`src/rtl/pong_renderer.sv`:
```
// Pong game renderer: game state advances once per frame in vertical blank; rgb/HS_out/VS_out are registered, 1 cycle after inputs.
// No backpressure (pixel stream). Optional score bar and hit counter behind `HIT_COUNTER_EN.
module pong_renderer #(
  parameter int BALL_SIZE   = 8,
  parameter int SPEED       = 2,
  parameter int PADDLE_W    = 64,
  parameter int PADDLE_Y    = 464,
  parameter int PADDLE_STEP = 4,
  parameter int MISS_FRAMES = 60
) (
  input  logic       vgaclk,
  input  logic       reset,
  input  logic       pixelEN,
  input  logic       HS,
  input  logic       VS,
  input  logic [9:0] addrH,
  input  logic [9:0] addrV,
  input  logic       btn_left,
  input  logic       btn_right,
  output logic [2:0] rgb,
  output logic       HS_out,
  output logic       VS_out
);

  localparam logic [10:0] BS     = 11'(BALL_SIZE);
  localparam logic [10:0] SP     = 11'(SPEED);
  localparam logic [10:0] PW     = 11'(PADDLE_W);
  localparam logic [10:0] PY     = 11'(PADDLE_Y);
  localparam logic [10:0] PSTEP  = 11'(PADDLE_STEP);
  localparam logic [10:0] H_MAX  = 11'd640;
  localparam logic [10:0] V_MAX  = 11'd480;
  localparam logic [9:0]  BX0    = 10'((640 - BALL_SIZE) / 2);
  localparam logic [9:0]  BY0    = 10'((480 - BALL_SIZE) / 2);
  localparam logic [9:0]  PX0    = 10'((640 - PADDLE_W) / 2);
  localparam logic [10:0] PX_MAX = 11'(640 - PADDLE_W);
  localparam logic [5:0]  MISS_LAST = 6'(MISS_FRAMES - 1);

  typedef enum logic [1:0] {SERVE, PLAY, MISS} state_t;

  state_t     state, state_n;
  logic [9:0] bx, by, px, bx_n, by_n, px_n, px_moved;
  logic       dx, dy, dx_n, dy_n;
  logic [5:0] miss_cnt, miss_cnt_n;
  logic       vs_d, tick, hit;
  logic [10:0] bx11, by11, px11, ah, av;
  logic       in_ball, in_pad, in_bar;
  logic [2:0] pix;
`ifdef HIT_COUNTER_EN
  logic [7:0] hits, hits_n;
`endif

  assign tick = ~vs_d & VS;
  assign bx11 = {1'b0, bx};
  assign by11 = {1'b0, by};
  assign px11 = {1'b0, px};
  assign ah   = {1'b0, addrH};
  assign av   = {1'b0, addrV};

  assign hit = dy && (by11 + BS <= PY) && (by11 + BS + SP >= PY) &&
               (bx11 + BS > px11) && (bx11 < px11 + PW);

  always_comb begin
    px_moved = px;
    if (btn_left && !btn_right)
      px_moved = (px11 < PSTEP) ? 10'd0 : 10'(px11 - PSTEP);
    else if (btn_right && !btn_left)
      px_moved = (px11 + PSTEP > PX_MAX) ? PX_MAX[9:0] : 10'(px11 + PSTEP);
  end

  always_comb begin
    state_n    = state;
    bx_n       = bx;
    by_n       = by;
    dx_n       = dx;
    dy_n       = dy;
    px_n       = px;
    miss_cnt_n = miss_cnt;
`ifdef HIT_COUNTER_EN
    hits_n     = hits;
`endif
    if (tick) begin
      case (state)
        SERVE: begin
          px_n = px_moved;
          if (btn_left || btn_right) state_n = PLAY;
        end
        PLAY: begin
          px_n = px_moved;
          // A miss freezes the whole ball (both axes) where it fell out.
          if (dy && !hit && (by11 + BS + SP >= V_MAX)) begin
            state_n    = MISS;
            miss_cnt_n = 6'd0;
          end else begin
            if (dx) begin
              if (bx11 + BS + SP > H_MAX) begin
                bx_n = 10'(H_MAX - BS);
                dx_n = 1'b0;
              end else bx_n = 10'(bx11 + SP);
            end else begin
              if (bx11 < SP) begin
                bx_n = 10'd0;
                dx_n = 1'b1;
              end else bx_n = 10'(bx11 - SP);
            end
            if (!dy) begin
              if (by11 < SP) begin
                by_n = 10'd0;
                dy_n = 1'b1;
              end else by_n = 10'(by11 - SP);
            end else if (hit) begin
              by_n = 10'(PY - BS);
              dy_n = 1'b0;
`ifdef HIT_COUNTER_EN
              if (hits < 8'd80) hits_n = hits + 8'd1;
`endif
            end else by_n = 10'(by11 + SP);
          end
        end
        MISS: begin
          if (miss_cnt == MISS_LAST) begin
            state_n = SERVE;
            bx_n    = BX0;
            by_n    = BY0;
            dx_n    = 1'b1;
            dy_n    = 1'b0;
`ifdef HIT_COUNTER_EN
            hits_n  = 8'd0;
`endif
          end else miss_cnt_n = miss_cnt + 6'd1;
        end
        default: state_n = SERVE;
      endcase
    end
  end

  always_ff @(posedge vgaclk or posedge reset) begin
    if (reset) begin
      state    <= SERVE;
      bx       <= BX0;
      by       <= BY0;
      dx       <= 1'b1;
      dy       <= 1'b0;
      px       <= PX0;
      miss_cnt <= 6'd0;
      vs_d     <= 1'b1;
`ifdef HIT_COUNTER_EN
      hits     <= 8'd0;
`endif
    end else begin
      state    <= state_n;
      bx       <= bx_n;
      by       <= by_n;
      dx       <= dx_n;
      dy       <= dy_n;
      px       <= px_n;
      miss_cnt <= miss_cnt_n;
      vs_d     <= VS;
`ifdef HIT_COUNTER_EN
      hits     <= hits_n;
`endif
    end
  end

  assign in_ball = (ah >= bx11) && (ah < bx11 + BS) && (av >= by11) && (av < by11 + BS);
  assign in_pad  = (ah >= px11) && (ah < px11 + PW) && (av >= PY) && (av < PY + 11'd8);
`ifdef HIT_COUNTER_EN
  assign in_bar  = (av < 11'd8) && (ah < {hits, 3'b000});
`else
  assign in_bar  = 1'b0;
`endif

  always_comb begin
    pix = (state == MISS) ? 3'b100 : 3'b000;
    if (!pixelEN)     pix = 3'b000;
    else if (in_ball) pix = 3'b111;
    else if (in_pad)  pix = 3'b010;
    else if (in_bar)  pix = 3'b001;
  end

  always_ff @(posedge vgaclk or posedge reset) begin
    if (reset) begin
      rgb    <= 3'b000;
      HS_out <= 1'b1;
      VS_out <= 1'b1;
    end else begin
      rgb    <= pix;
      HS_out <= HS;
      VS_out <= VS;
    end
  end

endmodule

```
`config.mk`:
```
export PLATFORM = sky130hd
export DESIGN_NAME = pong_renderer
export DESIGN_NICKNAME = d
export VERILOG_FILES = /design/src/rtl/pong_renderer.sv
export SDC_FILE = /design/constraint.sdc
export NUM_CORES = 1
export LEC_CHECK = 0
export ABC_AREA = 1
export ABC_CLOCK_PERIOD_IN_PS = 4600
export BUFFER_PORTS_ARGS = -buffer_cell sky130_fd_sc_hd__buf_4
export CAP_MARGIN = 0
export CORE_MARGIN = 3
export CORE_UTILIZATION = 24
export DETAILED_ROUTE_END_ITERATION = 10
export GPL_ROUTABILITY_DRIVEN = 1
export PLACE_DENSITY = 0.46
export SLEW_MARGIN = 20
export SYNTH_ARGS = -nofsm -noshare
export SYNTH_HDL_FRONTEND = slang
export SYNTH_SLANG_ARGS = --single-unit
```
`constraint.sdc`:
```
create_clock -name vgaclk -period 4.6 [get_ports vgaclk]
set_input_delay 0.23 -clock vgaclk [delete_from_list [all_inputs] [get_ports vgaclk]]
set_output_delay 0.23 -clock vgaclk [all_outputs]
set_load 0.1 [all_outputs]
```
## After elaboration in Yosys (flattened, before gate mapping)

Index checks and enable logic that the tools add are counted.

- Multiplexer cells: 39
- $lt $le $gt $ge: 18
- Bitwise operators: 2
- Shift operators: 0
- $mul: 0
- $add $sub $neg: 12
- Reductions and logical operators: 26
- Equal/unequal tests: 8
- Divide/modulo/power cells: 0

Operators with widths:

| kind | number |
|---|---|
| $mux 10 | 14 |
| $lt 10x11->1 | 4 |
| $pmux 10 s2 | 2 |
| $ge 10x10->1 | 3 |
| $add 10x4->11 const B | 2 |
| $add 11x2->11 const B | 2 |
| $ge 11x9->1 const B | 2 |
| $gt 11x10->1 const B | 2 |
| $add 10x2->10 const B | 2 |
| $lt 10x2->1 const B | 2 |
| $sub 10x2->10 const B | 2 |
| $logic_and 1x1->1 | 14 |
| $mux 3 | 4 |
| $mux 6 | 2 |
| $pmux 6 s2 | 1 |
| $reduce_and 4->1 | 3 |
| $add 10x3->11 const B | 1 |
| $add 10x7->11 const B | 1 |
| $gt 11x10->1 | 1 |
| $le 11x9->1 const B | 1 |
| $ge 10x9->1 const B | 1 |
| $lt 10x3->1 const B | 1 |
| $lt 10x9->1 const B | 1 |
| $mux 1 | 10 |
| 17 further kinds | 27 |

- Memory bits (read-only): 0
- Memories: 0
- Output and inout port bits: 5
- Input bits: 27
- Memory bits (writable): 0
- Logic and storage cells: 115
- Bits in latches: 0
- Register bits: 45

## Depth between registers and ports, before layout

- Word-level depth: 11
- Mapped depth: 21
- Gate-level depth less buffers: 21

## Worst setup path before layout

No wires, ideal clock.

- Path type: register to register
- From: register bx[4]
- To: register by[8]
- Required time: 4.476 ns
- Library setup time: 0.124 ns
- Buffers on the path: 2
- Path slack: 1.877 ns
- Arrival time: 2.600 ns
- Clock period less this slack: 2.723 ns
- Cell stages (with the launch flop): 18
- Path through: dfstp_2 > ha_1 > clkbuf_2 > nand2_1 > o21ai_0 > nand2_1 > inv_1 > ha_1 > and3_1 > nand4_1 > a21oi_1 > nor2_1 > nand3_4 > nand4_4 > nand3_4 > buf_6 > nand2_1 > o21ai_2

- Longest elaborated chain between the ends: 9
- Elaborated cells on any way between the ends: 14
- Those cells by class: add/sub: 1; order compare: 2; eq/ne: 1; mux: 4; reduce/logical: 6

Ends and longest elaborated chain:

| what | RTL line | RTL |
|---|---|---|
| from (decl) | 41 | `logic [9:0] bx, by, px, bx_n, by_n, px_n, px_moved;` |
| from (signal assigned) | 151 | `bx <= bx_n;` |
| $add 10x4->11 | 60 | `(bx11 + BS > px11) && (bx11 < px11 + PW);` |
| $gt 11x10->1 | 60 |  |
| $logic_and 1x1->1 | 59 | `assign hit = dy && (by11 + BS <= PY) && (by11 + BS + SP >= PY) &&` |
| $logic_and 1x1->1 (*) | 60 |  |
| $logic_not 1->1 | 90 | `if (dy && !hit && (by11 + BS + SP >= V_MAX)) begin` |
| $logic_and 1x1->1 (2 in a row) | 90 |  |
| $ne 2x2->1 (no line) | -- |  |
| $reduce_and 4->1 (no line) | -- |  |
| to (signal assigned) | 152 | `by <= by_n;` |
| to (decl) | 41 |  |

Mark *: on every way between the ends. The rest lies on a longest branch, timed or not. The select of a mux whose other input is x is not followed.
A chain may end at the register's enable or synchronous reset.

## Final worst setup path

- From: register bx[4]
- To: register bx[1]

- Longest elaborated chain between the ends: 9
- Elaborated cells on any way between the ends: 18
- Those cells by class: add/sub: 2; order compare: 4; eq/ne: 1; mux: 5; reduce/logical: 6

Ends and longest elaborated chain:

| what |
|---|
| branches (longest 9 deep; another with $add 10x4->11) |

Parallel ways; which one is timed is not known. The select of a mux whose other input is x is not followed.

==> results.py <==
metrics = {
    "status": {
        "status": "completed",
    },
    "timing": {
        "rsz0062_at_grt": "no",
        "drv_slew": 0,
        "slew_headroom_pct": 38.0,
        "fin_crit_ps": 3390,
        "period_share_pct": 73.7,
        "setup_viol": 0,
        "timing.setup.tns_ps": 0,
        "fmax_mhz": 295,
        "fin_worst_skew_ps": 9.38,
        "tightestPinTransition_ps": 929,
        "setup_ws_ps": 1210,
        "hold_viol_final": 0,
    },
    "worst_hold_path": {
        "min_to": "HS_out",
        "hold_path.startpoint": "HS",
        "hold_path_class": "in -> reg",
        "holdPathStages": 1,
    },
    "floorplan": {
        "core_area_sq_um": 21300,
        "ios": 32,
        "die_w_microns": 154,
        "initial_core_util_pct": 24.7,
        "die_h_microns": 154,
        "placementRows": 53,
        "dieArea_sq_um": 23700,
    },
    "worst_setup_path": {
        "crit_fanout": 33,
        "regToRegEndpoint": "bx[1]",
        "reg2reg_from": "bx[4]",
        "critPathLaunchType": "flip-flop",
        "r2r.worst_path.cells": 13,
        "critPathKind": "reg -> reg",
        "cp-end-kind": "flip-flop",
        "reg2reg_slack_ps": 1210,
        "cp.required_ps": 4760,
        "crit_arrival_ps": 3560,
    },
    "yosys": {
        "yosys.area_share.xor_xnor_pct": 5.48,
        "syn_nets": 859,
        "synthAdderAreaFrac_pct": 18.1,
        "syn_area_per_cell_sq_um": 6.94,
        "async_flop_share_pct": 100,
        "synthCells": 756,
        "seq_area_frac_synth_pct": 19.9,
        "synth-edff-count": 0,
        "synth_compound_area_share_pct": 16.7,
        "ys_seq_elements": 41,
        "synth_cell_types": 53,
        "synth_top_family_by_area": "simple AND/OR/NAND/NOR gates",
        "muxShareOfSynthArea_pct": 0,
        "synth-main-ff-cell": "dfrtp_1",
        "syn_area_sq_um": 5250,
        "synth-simple-area-share_pct": 30.9,
        "yosysWarnings": 0,
    },
    "place": {
        "post_dp_cell_area_sq_um": 5700,
        "numPortBuffers": 29,
        "pre_cts_ws_ps": 1170,
        "dp_hpwl_mm": 11.7,
        "numPlacedInstances": 1044,
        "gp_congestion": 0.796,
    },
    "power": {
        "seqPwrFrac_pct": 23.0,
        "p_int_w": 0.00158,
        "p_leak_nw": 2.79,
        "power_density_nw_per_um2": 593,
        "pwr-share-clk_pct": 10.0,
        "ir_drop_mv": 0.162,
        "p_sw_share_pct": 54.2,
        "switchingPower_w": 0.00187,
        "power_frac_comb_pct": 67.0,
    },
    "cells_and_area": {
        "layout_commonest_cell": "nand2_1",
        "drive_gt1_share_pct": 13.7,
        "fin_area_sq_um": 5830,
        "post-route-util_pct": 27.4,
        "mostFrequentLayoutCells": "nand2_1, inv_1, ha_1",
        "fill_cells": 2345,
        "finalNonFillerCells": 1051,
        "multi_input_area_sq_um": 3740,
        "area_delta_synth_final_pct": 11.1,
        "diodes": 0,
        "num-nets-final": 879,
        "seq_area_sq_um": 1040,
    },
    "clocking": {
        "clockRootBuffer": "clkbuf_16",
        "cts_resized": 0,
        "clkTransAtPathRegs_ps": 60,
        "clock_path_buffers": 2,
        "cts_setup_buffers": 0,
        "hold_buffers": 0,
        "numCtsBuffers": 5,
        "numClockSinks": 41,
        "htreeDepth": 2,
        "cts_tree": "done",
        "clk_latency_ps": 290,
    },
    "routing": {
        "drt_iter0_markers": 221,
        "firstDrtPassIters": 4,
        "via_count": 4893,
        "viasPerCell": 4.66,
        "remaining_drc_errors": 0,
        "wirelength_mm": 14.6,
        "routedWlPerCell_microns": 13.9,
        "ant_nets": 0,
    },
    "global_route": {
        "use_met2_pct": 19.8,
        "grt_remaining_overflow": 0,
        "grt_util_met1_pct": 18.2,
        "grt_pass1_wl_mm": 24.4,
        "track_usage_pct": 12.4,
        "use_met3_pct": 2.03,
        "grt_pass1_vias": 4699,
        "antenna_found_initial": 0,
        "busiest_layer": "met2",
        "grt_start_max_net_pins": 42,
    },
    "flow_run": {
        "maxCapViolCount": 0,
    },
}
-- state kept, by name, indices dropped and copies added, names as in the netlist --
signal and cells:
bx 9, by 9, px 8, miss_cnt 6, rgb 3, state 2
HS_out 1, VS_out 1, dx 1, dy 1
-- stage by stage --
stage | hold slack (ps) | total power (W)
after CTS | 52.2 | 0.00349
after global placement | 349 | 0.00313
after detailed placement | 351 | 0.00312
after global routing | 51.1 | 0.00390
final | 57.2 | 0.00346
after floorplan | 234 | 0.00257
-- area by class of cell --
type | instances | share of cell area [%]
multi-input combinational | 607 | 64.1
sequential | 41 | 17.9
tap | 275 | 5.90
inverter | 90 | 5.83
timing repair buffer | 31 | 3.99
clock buffer | 6 | 2.21
clock inverter | 1 | 0.0858
-- power by group through the flow --
stage	combinational (W)	sequential (W)	clock, W
4_1_cts	0.00234	0.000795	0.000360
5_1_grt	0.00269	0.000832	0.000372
3_5_place_dp	0.00232	0.000801	0
3_3_place_gp	0.00232	0.000807	0
6_report	0.00232	0.000795	0.000347
2_1_floorplan	0.00189	0.000685	0
-- cell families after synthesis --
logic type / Yosys count
simple gates: 356
compound gates: 143
buf+inv: 108
fa+ha+maj: 76
flops: 41
xor+xnor: 32
-- cells in the mapped netlist (2+ instances only) --
library cell	number	area share, %
or2_2	8	0.95
o2111ai_1	5	0.83
inv_1	81	5.8
o21a_1	2	0.29
o22ai_1	2	0.24
o41ai_1	2	0.33
xor2_1	28	4.7
o21ai_2	15	2.5
o21bai_1	5	0.72
a31oi_1	3	0.36
inv_2	5	0.36
dfstp_2	15	7.5
nand4_1	18	2.1
nand2_1	181	13
nor2_2	3	0.36
buf_2	4	0.38
xnor2_1	3	0.50
nand2_4	2	0.43
nand3_1	47	4.5
o21ai_1	6	0.57
nor4_1	2	0.24
ha_1	76	18
o211a_1	3	0.57
dfrtp_1	26	12
o21ai_0	38	3.6
nor3_1	9	0.86
o31ai_1	3	0.43
nand3_2	3	0.57
nand2_2	8	0.95
clkinv_1	3	0.21
o211ai_1	3	0.43
buf_4	4	0.57
a21oi_1	49	4.7
nor2_1	66	4.7
clkbuf_1	4	0.29
nand3_4	3	1.0
buf_6	5	1.1
-- routing by layer --
layer | up-vias | routed length (microns)
met4 | 0 | 99
met1 | 2245 | 7730
met2 | 56 | 6390
met5 | - | 0
li1 | 2582 | -
met3 | 10 | 402
-- critical path: stages, from the launching register on --
cell	delay [ps]
dfstp_2	640
ha_1	370
nand3_1	130
xor2_1	340
ha_1	310
and3_1	180
nand4_1	70
a21oi_1	100
nor2_1	190
nand3_4	180
nand4_4	120
nand3_4	340
nand2_1	200
o21ai_2	70
-- worst max-delay path by stage --
stage | cells past startpoint | end | slack, ps | startpoint
final | 13 | bx[1] | 1210 | bx[4]
after global routing | 19 | bx[1] | 790 | bx[5]
after CTS | 13 | bx[1] | 1160 | bx[4]
after detailed placement | 13 | bx[1] | 1170 | bx[4]
after global placement | 13 | bx[1] | 1170 | bx[4]
after floorplan | 17 | by[8] | 1880 | bx[4]
(Power assumes the default switching activity.)
